$ cat config.mk
export PLATFORM = sky130hd
export DESIGN_NAME = uart_tx_arbiter
export DESIGN_NICKNAME = d
export VERILOG_FILES = /design/src/rtl/uart_pkg.sv /design/src/rtl/rr_pick.sv /design/src/rtl/uart_tx_arbiter.sv
export SDC_FILE = /design/constraint.sdc
export NUM_CORES = 1
export LEC_CHECK = 0
export ABC_AREA = 1
export BUFFER_PORTS_ARGS = -buffer_cell sky130_fd_sc_hd__buf_2
export CAP_MARGIN = 20
export CORE_UTILIZATION = 52
export CTS_CLUSTER_DIAMETER = 40
export DETAILED_ROUTE_END_ITERATION = 12
export GPL_TIMING_DRIVEN = 0
export PLACE_DENSITY = 0.75
export RECOVER_POWER = 100
export SLEW_MARGIN = 30
export SYNTH_ARGS = -nofsm -noshare
export SYNTH_HDL_FRONTEND = slang
export SYNTH_SLANG_ARGS = --single-unit
$ cat constraint.sdc
create_clock -name i_clk -period 6.5 [get_ports i_clk]
set_clock_uncertainty 0.2 [all_clocks]
set_input_delay 1.625 -clock i_clk [delete_from_list [all_inputs] [get_ports i_clk]]
set_output_delay 1.625 -clock i_clk [all_outputs]
set_load 0.005 [all_outputs]
$ cat src/rtl/uart_pkg.sv
// Shared UART arbitration types and constants.
// No logic; pure definitions.
// No flow control here.
package uart_pkg;

  // Arbiter FSM: pick a requester, wait for the transmitter to start, wait for it to finish.
  typedef enum logic [1:0] {
    ST_ARB       = 2'd0,
    ST_WAIT_BUSY = 2'd1,
    ST_WAIT_IDLE = 2'd2
  } arb_state_t;

  localparam int UART_BAUD = 115200;
  localparam int CLK_HZ    = 50_000_000;

  // Clock cycles per UART bit for a given clock and baud rate.
  function automatic int clks_per_bit(input int clk_hz, input int baud);
    return clk_hz / baud;
  endfunction

endpackage

$ cat src/rtl/rr_pick.sv
// Combinational N-way round-robin picker: first set request after the pointer.
// Zero latency (pure combinational).
// No backpressure; the caller decides when the pick is used.
module rr_pick #(
  parameter int N  = 4,
  parameter int IW = $clog2(N)
) (
  input  logic [N-1:0]  i_req,
  input  logic [IW-1:0] i_ptr,
  output logic [N-1:0]  o_onehot,
  output logic [IW-1:0] o_idx,
  output logic          o_any
);

  // Scan ptr+1, ptr+2, ... modulo N; the pointer itself is checked last.
  always_comb begin
    int            j;
    logic [IW-1:0] w_j;
    o_onehot = '0;
    o_idx    = '0;
    o_any    = 1'b0;
    j        = 0;
    w_j      = '0;
    for (int k = 1; k <= N; k++) begin
      j   = (int'(i_ptr) + k) % N;
      w_j = IW'(j);
      if (!o_any && i_req[w_j]) begin
        o_any         = 1'b1;
        o_onehot[w_j] = 1'b1;
        o_idx         = w_j;
      end
    end
  end

endmodule

$ cat src/rtl/uart_tx_arbiter.sv
// Round-robin share of one UART byte transmitter among N_REQ packet requesters.
// VALID->TX_DV one cycle; next issue only after the transmitter returns to idle.
// Requesters hold VALID until a one-cycle REQ_READY; a packet owner keeps the grant until LAST or timeout.
module uart_tx_arbiter
  import uart_pkg::*;
#(
  parameter int N_REQ        = 4,
  parameter int LOCK_TIMEOUT = 1200,
  parameter int BUSY_GUARD   = 4
) (
  input  logic               i_clk,
  input  logic               i_rst,
  input  logic [N_REQ-1:0]   i_req_valid,
  input  logic [N_REQ-1:0]   i_req_last,
  input  logic [8*N_REQ-1:0] i_req_byte,
  output logic [N_REQ-1:0]   o_req_ready,
  output logic [N_REQ-1:0]   o_grant,
  output logic               o_tx_dv,
  output logic [7:0]         o_tx_byte,
  input  logic               i_tx_done,
  output logic               o_busy,
  output logic               o_tx_err
);

  localparam int IW = $clog2(N_REQ);
  localparam int LW = $clog2(LOCK_TIMEOUT + 1);
  localparam int GW = $clog2(BUSY_GUARD + 1);

  arb_state_t       r_state;
  arb_state_t       w_next_state;
  logic [IW-1:0]    r_ptr;
  logic             r_lock;
  logic [N_REQ-1:0] r_grant;
  logic [N_REQ-1:0] r_req_ready;
  logic             r_tx_dv;
  logic [7:0]       r_tx_byte;
  logic             r_tx_err;
  logic [LW-1:0]    r_lock_cnt;
  logic [GW-1:0]    r_guard_cnt;

  logic [N_REQ-1:0] w_cand;
  logic [N_REQ-1:0] w_win_oh;
  logic [IW-1:0]    w_win_idx;
  logic             w_win_any;
  logic [7:0]       w_win_byte;
  logic             w_win_last;
  logic             w_issue;
  logic             w_lock_idle;
  logic             w_lock_expire;
  logic             w_tx_fell;
  logic             w_guard_expire;

  // While locked, the grant register is the one-hot of the owner, so it doubles as the candidate mask.
  assign w_cand = r_lock ? (i_req_valid & r_grant) : i_req_valid;

  rr_pick #(
    .N  (N_REQ),
    .IW (IW)
  ) u_rr_pick (
    .i_req    (w_cand),
    .i_ptr    (r_ptr),
    .o_onehot (w_win_oh),
    .o_idx    (w_win_idx),
    .o_any    (w_win_any)
  );

  // State register; reset lands in ARB, which still waits for the un-reset transmitter to go idle.
  always_ff @(posedge i_clk or posedge i_rst) begin
    if (i_rst) r_state <= ST_ARB;
    else       r_state <= w_next_state;
  end

  // Next-state logic.
  always_comb begin
    w_next_state = r_state;
    unique case (r_state)
      ST_ARB:       if (w_issue) w_next_state = ST_WAIT_BUSY;
      ST_WAIT_BUSY: begin
        if (w_tx_fell)           w_next_state = ST_WAIT_IDLE;
        else if (w_guard_expire) w_next_state = ST_ARB;
      end
      ST_WAIT_IDLE: if (i_tx_done) w_next_state = ST_ARB;
      default:      w_next_state = ST_ARB;
    endcase
  end

  // Decode of winner data and per-state events that drive the datapath registers.
  always_comb begin
    w_win_byte = 8'h00;
    for (int i = 0; i < N_REQ; i++) begin
      if (w_win_oh[i]) w_win_byte = i_req_byte[8*i +: 8];
    end
    w_win_last     = |(w_win_oh & i_req_last);
    w_issue        = (r_state == ST_ARB) && i_tx_done && w_win_any;
    w_lock_idle    = (r_state == ST_ARB) && r_lock && i_tx_done && !(|(i_req_valid & r_grant));
    w_lock_expire  = w_lock_idle && (r_lock_cnt == LW'(LOCK_TIMEOUT - 1));
    w_tx_fell      = (r_state == ST_WAIT_BUSY) && !i_tx_done;
    w_guard_expire = (r_state == ST_WAIT_BUSY) && i_tx_done &&
                     (r_guard_cnt == GW'(BUSY_GUARD - 1));
  end

  // Datapath: issue strobe, grant/lock bookkeeping, lock timeout and busy guard counters.
  always_ff @(posedge i_clk or posedge i_rst) begin
    if (i_rst) begin
      r_ptr       <= IW'(N_REQ - 1);
      r_lock      <= 1'b0;
      r_grant     <= '0;
      r_req_ready <= '0;
      r_tx_dv     <= 1'b0;
      r_tx_byte   <= 8'h00;
      r_tx_err    <= 1'b0;
      r_lock_cnt  <= '0;
      r_guard_cnt <= '0;
    end else begin
      r_tx_dv     <= 1'b0;
      r_req_ready <= '0;
      if (w_issue) begin
        r_tx_dv     <= 1'b1;
        r_tx_byte   <= w_win_byte;
        r_req_ready <= w_win_oh;
        r_grant     <= w_win_oh;
        r_ptr       <= w_win_idx;
        r_lock      <= ~w_win_last;
        r_lock_cnt  <= '0;
        r_guard_cnt <= '0;
      end else if (w_lock_expire) begin
        // Owner went quiet mid-packet: free the line; pointer stays so RR resumes after it.
        r_lock     <= 1'b0;
        r_grant    <= '0;
        r_lock_cnt <= '0;
      end else if (w_lock_idle) begin
        r_lock_cnt <= r_lock_cnt + LW'(1);
      end
      if (r_state == ST_WAIT_BUSY) begin
        if (w_tx_fell) begin
          r_guard_cnt <= '0;
          if (!r_lock) r_grant <= '0;
        end else if (w_guard_expire) begin
          r_tx_err    <= 1'b1;
          r_lock      <= 1'b0;
          r_grant     <= '0;
          r_guard_cnt <= '0;
        end else begin
          r_guard_cnt <= r_guard_cnt + GW'(1);
        end
      end
    end
  end

  assign o_req_ready = r_req_ready;
  assign o_grant     = r_grant;
  assign o_tx_dv     = r_tx_dv;
  assign o_tx_byte   = r_tx_byte;
  assign o_busy      = (r_state != ST_ARB);
  assign o_tx_err    = r_tx_err;

endmodule

### Word level (Yosys, flattened, before mapping)

Index checks and enable logic that the tools add are counted.

| storage, ports and cells | value |
|---|---|
| flip-flop bits (word level) | 37 |
| input bits | 43 |
| output and inout port bits | 19 |
| logic and storage cells | 125 |

| cells by class | value |
|---|---|
| $add $sub $neg | 6 |
| magnitude comparators | 8 |
| equal/unequal tests | 7 |
| multiplexer cells | 58 |
| bitwise operators | 7 |
| reduce and logical (&&, ||, !) cells | 29 |

Operator list:

| kind | number |
|---|---|
| $mux 4 | 12 |
| $mux 11 | 3 |
| $mux 8 | 4 |
| $mux 1 | 18 |
| $logic_and 1x1->1 | 16 |
| $mux 2 | 8 |
| $lt 2x3->1 const B | 4 |
| $mux 3 | 4 |
| $or 4x4->4 | 3 |
| $add 11x1->11 const B | 1 |
| $eq 11x11->1 const B | 1 |
| $and 4x4->4 | 2 |
| $bmux 1 s2 | 4 |
| $demux 1 s2 | 4 |
| $ge 2x1->1 const B | 4 |
| $reduce_or 4->1 | 2 |
| $pmux 2 s3 | 1 |
| $reduce_and 3->1 | 2 |
| $logic_not 1->1 | 5 |
| $add 2x1->2 const B | 2 |
| $add 2x2->2 const B | 2 |
| $ne 2x2->1 const B | 2 |
| $reduce_bool 2->1 | 2 |
| $add 3x1->3 const B | 1 |
| 7 further kinds | 8 |

### Logic depth before layout (Yosys ltp)

Gate-level depths: netlist (run 1).

| depth | value |
|---|---|
| word-level depth | 21 |
| depth in mapped cells | 17 |

### By module

From an unflattened synthesis (run 1), not the netlist that was laid out.

| unflattened totals | value |
|---|---|
| cells, all modules | 348 |
| area total of the unflattened synthesis | 2636.3 µm² |

By module, submodules not included:

| module | times used | cells each | area each (µm²) | sequential area each (µm²) |
|---|---|---|---|---|
| uart_tx_arbiter | 1 | 267 | 2100.8 | 928.4 |
| rr_pick | 1 | 81 | 535.5 | 0.0 |

### Worst setup path after synthesis (run 1)

OpenSTA, ideal clock, no wires.

| path | value |
|---|---|
| path type | input to register |
| start | input i_req_valid[2] |
| end | register r_lock |
| setup time | 0.129 ns |
| arrival | 2.811 ns |
| path slack | 3.360 ns |
| stages | 15 |
| cell sequence | nand2_1 > nand3_1 > nand2_2 > nand2_1 > nand2_1 > nand2_1 > nor2_4 > nand2_1 > nand3_1 > buf_4 > nand2_1 > nand2_1 > nor2_1 > nor2_1 > nor2_1 |

| between the ends | value |
|---|---|
| longest elaborated chain between the ends | 21 |

Ends and longest elaborated chain:

| item | line | source |
|---|---|---|
| start: declaration | uart_tx_arbiter.sv:13 | `input logic [N_REQ-1:0] i_req_valid,` |
| $and 4x4->4 | uart_tx_arbiter.sv:54, uart_tx_arbiter.sv:95 |  |
| $mux 4 | uart_tx_arbiter.sv:54 | `assign w_cand = r_lock ? (i_req_valid & r_grant) : i_req_valid;` |
| $bmux 1 s2 | rr_pick.sv:27 | `if (!o_any && i_req[w_j]) begin` |
| $mux 1 (implied by the code) | rr_pick.sv:27 |  |
| $mux 1 | rr_pick.sv:27 |  |
| $logic_not 1->1 | rr_pick.sv:27 |  |
| $logic_and 1x1->1 | rr_pick.sv:27 |  |
| $mux 1 | rr_pick.sv:27 |  |
| [... 5 more ...] | - |  |
| $mux 4 | rr_pick.sv:27 |  |
| $and 4x4->4 | uart_tx_arbiter.sv:93 | `w_win_last = \|(w_win_oh & i_req_last);` |
| $reduce_or 4->1 | uart_tx_arbiter.sv:93 |  |
| $not 1->1 | uart_tx_arbiter.sv:123 | `r_lock <= ~w_win_last;` |
| $mux 1 (*) | uart_tx_arbiter.sv:117 | `if (w_issue) begin` |
| $mux 1 | uart_tx_arbiter.sv:138 | `end else if (w_guard_expire) begin` |
| $mux 1 | uart_tx_arbiter.sv:135 | `if (w_tx_fell) begin` |
| $mux 1 (*) | uart_tx_arbiter.sv:134 | `if (r_state == ST_WAIT_BUSY) begin` |
| end signal: assignment | uart_tx_arbiter.sv:123 |  |
| end: declaration | uart_tx_arbiter.sv:32 | `logic r_lock;` |

Every way passes the cells marked *; elsewhere a longest branch is shown, timed or not. The select of a mux whose other input is x is not followed.
A chain may end at the register's enable or synchronous reset.

### Final worst setup path (run 1)

| path | value |
|---|---|
| start | input i_req_valid[1] |
| end | register r_grant[2], in the netlist o_grant[2] |

| between the ends | value |
|---|---|
| longest elaborated chain between the ends | 19 |

Ends and longest elaborated chain:

| item | line | source |
|---|---|---|
| $and 4x4->4 | uart_tx_arbiter.sv:54, uart_tx_arbiter.sv:95 |  |
| $mux 4 | uart_tx_arbiter.sv:54 |  |
| $bmux 1 s2 | rr_pick.sv:27 |  |
| $mux 1 (implied by the code) | rr_pick.sv:27 |  |
| $mux 1 | rr_pick.sv:27 |  |
| $logic_not 1->1 | rr_pick.sv:27 |  |
| $logic_and 1x1->1 | rr_pick.sv:27 |  |
| $mux 1 | rr_pick.sv:27 |  |
| [... 3 more ...] | - |  |
| $logic_not 1->1 | rr_pick.sv:27 |  |
| $logic_and 1x1->1 | rr_pick.sv:27 |  |
| $mux 1 | rr_pick.sv:27 |  |
| $logic_and 1x1->1 | uart_tx_arbiter.sv:94 | `w_issue = (r_state == ST_ARB) && i_tx_done && w_win_any;` |
| $mux 4 (*) | uart_tx_arbiter.sv:117 |  |
| $mux 4, on equally long branches | uart_tx_arbiter.sv:138, uart_tx_arbiter.sv:137 |  |
| $mux 4 | uart_tx_arbiter.sv:135 |  |
| $mux 4 (*) | uart_tx_arbiter.sv:134 |  |
| end signal: assignment | uart_tx_arbiter.sv:121 | `r_grant <= w_win_oh;` |
| end: declaration | uart_tx_arbiter.sv:33 | `logic [N_REQ-1:0] r_grant;` |

Marks and branches as above.

==> results of run 1 <==
cell families after synthesis:
logic type	count (synthesis)
and+or+nand+nor	209
xor gates and xnor gates	2
buffers and inverters	49
AOI/OAI and AO/OA	46
DFF	37
adders and majority gates	10
cells in the mapped netlist, drive strengths merged:
cell and number:
o21ai 12, o21a 3, o211ai 1, a31oi 3
dfrtp 35, buf 5, nand2 127, nor3 5
xor2 1, xnor2 1, a21oi 24, dfstp 2
inv 44, nand3b 1, a22o 2, nand3 29
nand4 6, ha 10, or2 1, nor2 40
a32oi 1
per-layer routing:
layer,GRT usage,vias up,share of wire
met2,0.399,55,0.49
met3,0.0472,4,0.034
met4,0.0806,0,0.0062
met1,0.340,1182,0.47
li1,-,1266,-
met5,0,-,0
cell type report:
cell class | instances | area (µm²) | share of cell area
repair buffers | 62 | 297 | 0.0997
inverters | 44 | 165 | 0.0556
multi-input cells | 267 | 1340 | 0.451
well taps | 67 | 83.8 | 0.0282
clock inverters | 2 | 37.5 | 0.0126
flip-flops and latches | 37 | 928 | 0.312
plain buffers | 5 | 37.5 | 0.0126
clock buffers | 6 | 82.6 | 0.0278
layout by cell type, fill, tap and decap left out, types with 3 or more instances in the layout:
| master | n |
|---|---|
| a31oi_1 | 3 |
| dfrtp_1 | 35 |
| clkbuf_8 | 6 |
| nand3_1 | 22 |
| nand2_2 | 3 |
| nand4_1 | 6 |
| clkbuf_1 | 13 |
| nand2_4 | 3 |
| nor2_1 | 38 |
| o21a_1 | 3 |
| nand3_2 | 7 |
| o21ai_0 | 11 |
| ha_1 | 10 |
| nand2_1 | 121 |
| buf_2 | 51 |
| inv_2 | 3 |
| nor3_1 | 5 |
| inv_1 | 40 |
| a21oi_1 | 23 |
report_power, final:
part	total (mW)	internal [mW]	switching (mW)
Sequential	0.363	0.310	0.0530
Combinational	1.09	0.372	0.718
Clock	0.211	0.125	0.0859
through the flow:
stage               hold slack (ps)  worst slack, ps  utilization
floorplan                       259             3360            -
global placement                247             3030        0.620
detailed placement              262             2990        0.626
CTS                             280             3290        0.651
global route                    307             1800        0.629
finish                          277             2140        0.629
state kept, by name, indices dropped and copies added, names as in the netlist:
signal       flops
r_lock_cnt      11
o_tx_byte        8
o_grant          4
o_req_ready      4
r_guard_cnt      3
r_ptr            2
r_state          2
o_tx_dv          1
o_tx_err         1
r_lock           1
how the worst max path moves through the flow:
stage	startpoint	endpoint
detailed placement	i_req_valid[0]	r_lock
CTS	i_req_valid[0]	r_lock
floorplan	i_req_valid[2]	r_lock
finish	i_req_valid[1]	o_grant[2]
global placement	i_req_valid[3]	r_lock
global route	i_req_valid[0]	o_grant[3]
==> key figures, run 1 <==
Run status
  • Run status: finished clean

STA
  • Slew Viols, Final: 0
  • Min Clock Period, post-route: 4360 ps
  • Tightest Pin Transition: 1210 ps
  • Final TNS setup: 0 ps
  • Final hold vios: 0
  • RSZ-0062 raised after global routing: false
  • Headroom to the max-slew limit: 0.196
  • Period utilization: 0.670
  • Max Fclk: 230 MHz
  • # setup viols final: 0

Floorplanning
  • Die outline width: 71.9 µm
  • Chip height: 71.9 µm
  • Die area: 5170 µm²
  • Num ports: 62
  • Initial Util: 0.538
  • Core area: 4720 µm²
  • FP Rows: 25

Min path
  • Hold Path Class: flip-flop to flip-flop
  • HP Start: o_tx_err
  • Hold depth: 1
  • Worst hold endpoint: o_tx_err

Critical path
  • CP Buf/Inv Count: 3
  • Critical path depth: 13
  • Reg2reg start: r_ptr[1]
  • R2R Setup Slk: 2510 ps
  • RR Endpoint: o_grant[2]
  • Setup crit end kind: flip-flop
  • Setup crit start kind: input port
  • Crit path DAT: 4370 ps
  • Critical Path RT: 6510 ps
  • R2R depth: 13
  • Crit path max fanout: 10
  • Crit path max-delay cell type: o21ai_0
  • CP peak stage delay: 550 ps
  • CP Class: input port to flip-flop
  • Cell Chain, Critical Path: buf_2 -> nand2_1 -> nand3_1 -> nand3_1 -> nand2_4 -> nor2_1 -> nand2_4 -> o21ai_0 -> clkbuf_1 -> o21ai_0 -> clkinv_1 -> nand2_1 -> a21oi_1
  • CP delay by family, top: simple AND/OR/NAND/NOR gates

Logic synthesis
  • Post-synthesis cell type count: 33
  • Synth top area cells: dfrtp_1, nand2_1, inv_1, nor2_1, ha_1
  • Post-synth top area cell: dfrtp_1
  • Mapped Area: 2540 µm²
  • Post-synthesis adder-cell area fraction: 0.0493
  • Post-synth top area share: 0.345
  • Synthesis-stage register bit count: 37
  • YS warnings: 0
  • Simple-gate share of the synthesized area: 0.380
  • Area fraction in compound gates after synthesis: 0.115
  • Largest family of logic cells by synthesized area: simple AND/OR/NAND/NOR gates
  • Syn Area/Cell: 7.20 µm²
  • Multiplexer share of the synthesized area: 0
  • Register area share after synthesis: 0.366
  • Synth Area in XOR/XNOR: 0.00690
  • Post-synthesis net count: 406
  • Synthesized instance count: 353

Global routing
  • First-pass GRT wire length: 10.1 mm
  • Initial antenna violation count: 0
  • Vias in the first global route: 2,217
  • Gr ovfl total: 0
  • All-layer global routing usage: 0.249
  • Pin count of the biggest net entering global routing: 22

Clocking
  • PostCTS Resize Cnt: 0
  • Root Buffer: clkbuf_8
  • CTS buffer count: 5
  • Clock sink count: 37
  • Clock Tree Buf Depth: 2
  • Clk_lat worst skew: 290 ps
  • Post-CTS Setup Inserts: 0
  • H-tree lvl count: 2
  • TritonCTS clock tree: yes
  • Clk pin slew, worst setup/hold paths: 80 ps
  • Hold-fix buffers, CTS: 0

Routing
  • DR vias/cell: 5.12
  • TritonRoute pass-1 iters: 5
  • Post-DRT Antenna Nets: 0
  • Post-Route WL: 6.09 mm
  • Via count: 2,507
  • DRC viols: 0
  • Mean routed wirelength per cell: 12.4 µm
  • Initial DRC count: 177

Final layout
  • Design Area, Final: 2970 µm²
  • Layout cells sized above 1: 0.201
  • Antenna diode count: 0
  • # fillers: 440
  • Nets: 475
  • Final cell count without fillers: 490
  • P&R area growth vs syn: 17.0%

Place
  • Quantity of I/O buffers inserted on ports: 61
  • Post-DP Area: 2960 µm²
  • Placer Congestion: 0.891
  • Inst Count DP: 482
  • Hpwl dp: 4.59 mm

Pwr
  • Pwr/cell area: 560 nW/µm²
  • PnR Total Power: 1.66 mW
  • Leakage power: 1.65 nW
  • Peak supply drop: 0.376 mV

Job
  • Max_cap viols: 0
Note: power is estimated with default switching activity, not from simulation.
==> run 2: changes to the inputs <==
--- a/config.mk
+++ b/config.mk
@@ -5,14 +5,14 @@
 export SDC_FILE = /design/constraint.sdc
 export NUM_CORES = 1
 export LEC_CHECK = 0
-export ABC_AREA = 1
+export ABC_AREA = 0
 export BUFFER_PORTS_ARGS = -buffer_cell sky130_fd_sc_hd__buf_2
 export CAP_MARGIN = 20
-export CORE_UTILIZATION = 52
+export CORE_UTILIZATION = 48
 export CTS_CLUSTER_DIAMETER = 40
 export DETAILED_ROUTE_END_ITERATION = 12
 export GPL_TIMING_DRIVEN = 0
-export PLACE_DENSITY = 0.75
+export PLACE_DENSITY = 0.73
 export RECOVER_POWER = 100
 export SLEW_MARGIN = 30
 export SYNTH_ARGS = -nofsm -noshare
==> constraint.sdc (replaced) <==
create_clock -name i_clk -period 3.9 [get_ports i_clk]
set_clock_uncertainty 0.2 [all_clocks]
set_input_delay 0.975 -clock i_clk [delete_from_list [all_inputs] [get_ports i_clk]]
set_output_delay 0.975 -clock i_clk [all_outputs]
set_load 0.005 [all_outputs]
==> run 2 against run 1 <==
The run now ends with capacitance limit, slew limit left. Clock power rose by 91%. Die area increased by 5.2%. Final area is 0.38% higher. First-iteration DRC count decreased by 32%. Worst setup slack worse by 1800 ps. Count of clock-buffer cells in the layout fell by 1. Sequential share of layout area down 0.12 points. Via count shrank 11%. Final cell count fell by 21%. Sequential power up 66%. Largest cell class unchanged. Largest power group unchanged.
==> key figures, run 2 <==
Run status
  • Run status: complete, but fails checks
  • Failing checks: capacitance limit, slew limit

Pwr
  • Pwr/cell area: 796 nW/µm²
  • Clock Power Share: 0.170
  • PnR Total Power: 2.37 mW
  • Switching power of the nets: 1.04 mW
  • Peak supply drop: 0.470 mV
  • Power Internal: 1.34 mW
  • Sw frac: 0.438
  • Leakage power: 1.40 nW
  • Comb power frac: 0.575
  • Flop pwr share: 0.254

Floorplanning
  • Core area: 4850 µm²
  • Chip height: 73.7 µm
  • Initial Util: 0.509
  • Die area: 5440 µm²
  • FP Rows: 25
  • Die outline width: 73.7 µm
  • Num ports: 62

Routing
  • DR top layer: met4
  • Initial DRC count: 121
  • Met2 wire len: 2.76 mm
  • DRC viols: 0
  • Via count: 2,232
  • WL met3: 350 µm
  • DR vias/cell: 5.74
  • DRT met1 WL: 2.90 mm
  • Post-Route WL: 6.07 mm
  • TritonRoute pass-1 iters: 4
  • Mean routed wirelength per cell: 15.6 µm
  • Post-DRT Antenna Nets: 0

Logic synthesis
  • Synthesized instance count: 252
  • Async set or reset register ratio after synthesis: 1.00
  • Post-synth top area share: 0.355
  • Syn Area/Cell: 9.80 µm²
  • Synth top area cells: dfrtp_1, ha_1, o21ai_0, o21ai_1, o311a_1
  • Post-synth top area cell: dfrtp_1
  • Register area share after synthesis: 0.376
  • Post-synthesis cell type count: 61
  • Mapped Area: 2470 µm²
  • Post-synthesis net count: 305
  • Post-synth EDFFs: 0
  • Simple-gate share of the synthesized area: 0.153
  • Largest family of logic cells by synthesized area: compound AO/OA/AOI/OAI gates
  • YS warnings: 0
  • Synth Area in XOR/XNOR: 0.0177
  • Post-synthesis adder-cell area fraction: 0.0507
  • Count leader, synth: dfrtp_1
  • Top cells by count, synth: dfrtp_1, o21ai_0, nor2_1
  • Primary FF master, synth: dfrtp_1
  • Multiplexer share of the synthesized area: 0.0517
  • Area fraction in compound gates after synthesis: 0.309
  • Synthesis-stage register bit count: 37

Min path
  • Worst hold endpoint: o_tx_err
  • Hold depth: 1
  • HP Start: o_tx_err
  • Hold Path Class: flip-flop to flip-flop

Final layout
  • Commonest non-fill, non-tap cell in the layout: buf_2
  • # fillers: 421
  • Multi-input gate area: 1430 µm²
  • Reg area: 928 µm²
  • Biggest register: r_lock_cnt
  • Max reg flops: 11
  • Final cell count without fillers: 389
  • Layout cells sized above 1: 0.273
  • P&R area growth vs syn: 20.8%
  • Leading cell types in the layout, fill and taps excluded: buf_2, dfrtp_1, o21ai_0, nor2_1, inv_1
  • Nets: 374
  • Antenna diode count: 0

Clocking
  • H-tree lvl count: 2
  • PostCTS Resize Cnt: 0
  • Hold-fix buffers, CTS: 0
  • TritonCTS clock tree: yes
  • Clk_lat worst skew: 290 ps
  • Root Buffer: clkbuf_8
  • CTS buffer count: 5
  • Post-CTS Setup Inserts: 0
  • Clock Tree Buf Depth: 2
  • Clk pin slew, worst setup/hold paths: 80 ps
  • Clock sink count: 37

STA
  • Headroom to the max-slew limit: -0.0223
  • # setup viols final: 0
  • Tightest Pin Transition: 1530 ps
  • Max Fclk: 282 MHz
  • Final TNS setup: 0 ps
  • Min Clock Period, post-route: 3550 ps
  • RSZ-0062 raised after global routing: false
  • Slew Viols, Final: 29
  • Period utilization: 0.910
  • Final hold vios: 0

Job
  • Max_cap viols: 1

Global routing
  • First-pass GRT wire length: 10.1 mm
  • Vias in the first global route: 2,127
  • Gr ovfl total: 0
  • Initial antenna violation count: 0
  • Pin count of the biggest net entering global routing: 29
  • All-layer global routing usage: 0.245

Critical path
  • Crit path max fanout: 10
  • Crit path DAT: 3560 ps
  • RR Endpoint: o_tx_byte[1]
  • R2R Setup Slk: 350 ps
  • Setup crit end kind: flip-flop
  • Setup crit start kind: flip-flop
  • Reg2reg start: r_ptr[0]
  • R2R depth: 11
  • Critical Path RT: 3910 ps
  • CP Class: flip-flop to flip-flop

Place
  • Hpwl dp: 4.43 mm
  • Inst Count DP: 381
  • Quantity of I/O buffers inserted on ports: 61
  • Placer Congestion: 0.803
run 2: cell types whose count changed in the layout (fill, tap and decap cells not counted), sizes merged, moves of 8 or more:
| cell | previous run | this run |
|---|---|---|
| mux2i | 0 | 10 |
| inv | 43 | 17 |
| nor2 | 40 | 21 |
| nand3 | 29 | 8 |
| o21ai | 12 | 37 |
| a21oi | 24 | 9 |
| a22oi | 0 | 10 |
| o311a | 0 | 8 |
| nand2 | 127 | 5 |
run 2: layer usage:
layer,up-vias,global-route usage
li1,1094,-
met1,1069,0.333
met2,64,0.389
met3,5,0.0549
met4,0,0.0705
met5,-,0
run 2: logic make-up (layout without fill, tap and decap cells):
group	after synthesis	count (layout)
AO/OA/AOI/OAI	99	99
XOR/XNOR	5	5
adder cells (fa/ha/maj)	10	10
buffers and inverters	24	94
flip-flops	37	37
multiplexers	10	10
AND/OR/NAND/NOR	67	67
run 2: area by class of cell:
cell class / count / area share
timing repair buffer: 62 / 0.100
multi-input combinational: 191 / 0.479
clock inverter: 3 / 0.0231
clock buffer: 5 / 0.0231
tap: 67 / 0.0281
inverter: 16 / 0.0201
buffer: 8 / 0.0151
sequential: 37 / 0.311
run 2: worst max path at each step:
| stage | cells past startpoint | endpoint | start | slack, ps |
|---|---|---|---|---|
| after global routing | 8 | r_lock_cnt[8] | r_ptr[0] | 120 |
| final | 11 | o_tx_byte[1] | r_ptr[0] | 350 |
| after floorplan | 11 | o_grant[2] | r_ptr[0] | 850 |
| after CTS | 11 | o_grant[2] | r_ptr[0] | 430 |
| after global placement | 10 | o_tx_byte[1] | r_ptr[0] | 180 |
| after detailed placement | 9 | r_lock_cnt[6] | i_tx_done | 460 |
run 2: power by group through the flow:
stage / clock network [mW] / registers (mW) / logic [mW]
after floorplan: 0 / 0.598 / 1.05
after global placement: 0 / 0.605 / 1.36
after detailed placement: 0 / 0.608 / 1.39
after CTS: 0.411 / 0.603 / 1.40
after global routing: 0.427 / 0.620 / 1.51
final: 0.404 / 0.604 / 1.37
run 2: stage by stage:
stage	hold WS (ps)	worst slack, ps	utilization	instance area (µm²)
finish	274	351	0.615	2980
global route	295	115	0.615	2980
CTS	281	433	0.623	3020
detailed placement	252	458	0.595	2890
global placement	249	182	0.590	2860
floorplan	259	851	-	2470
run 2: critical path, stage by stage (launching register included):
cell	delay [ps]
dfstp_1	620
buf_6	190
inv_1	130
ha_1	420
and2_1	200
a22o_1	190
mux2i_2	250
nor2_1	130
a221oi_4	520
clkbuf_2	330
o21ai_0	110
o21ai_0	190
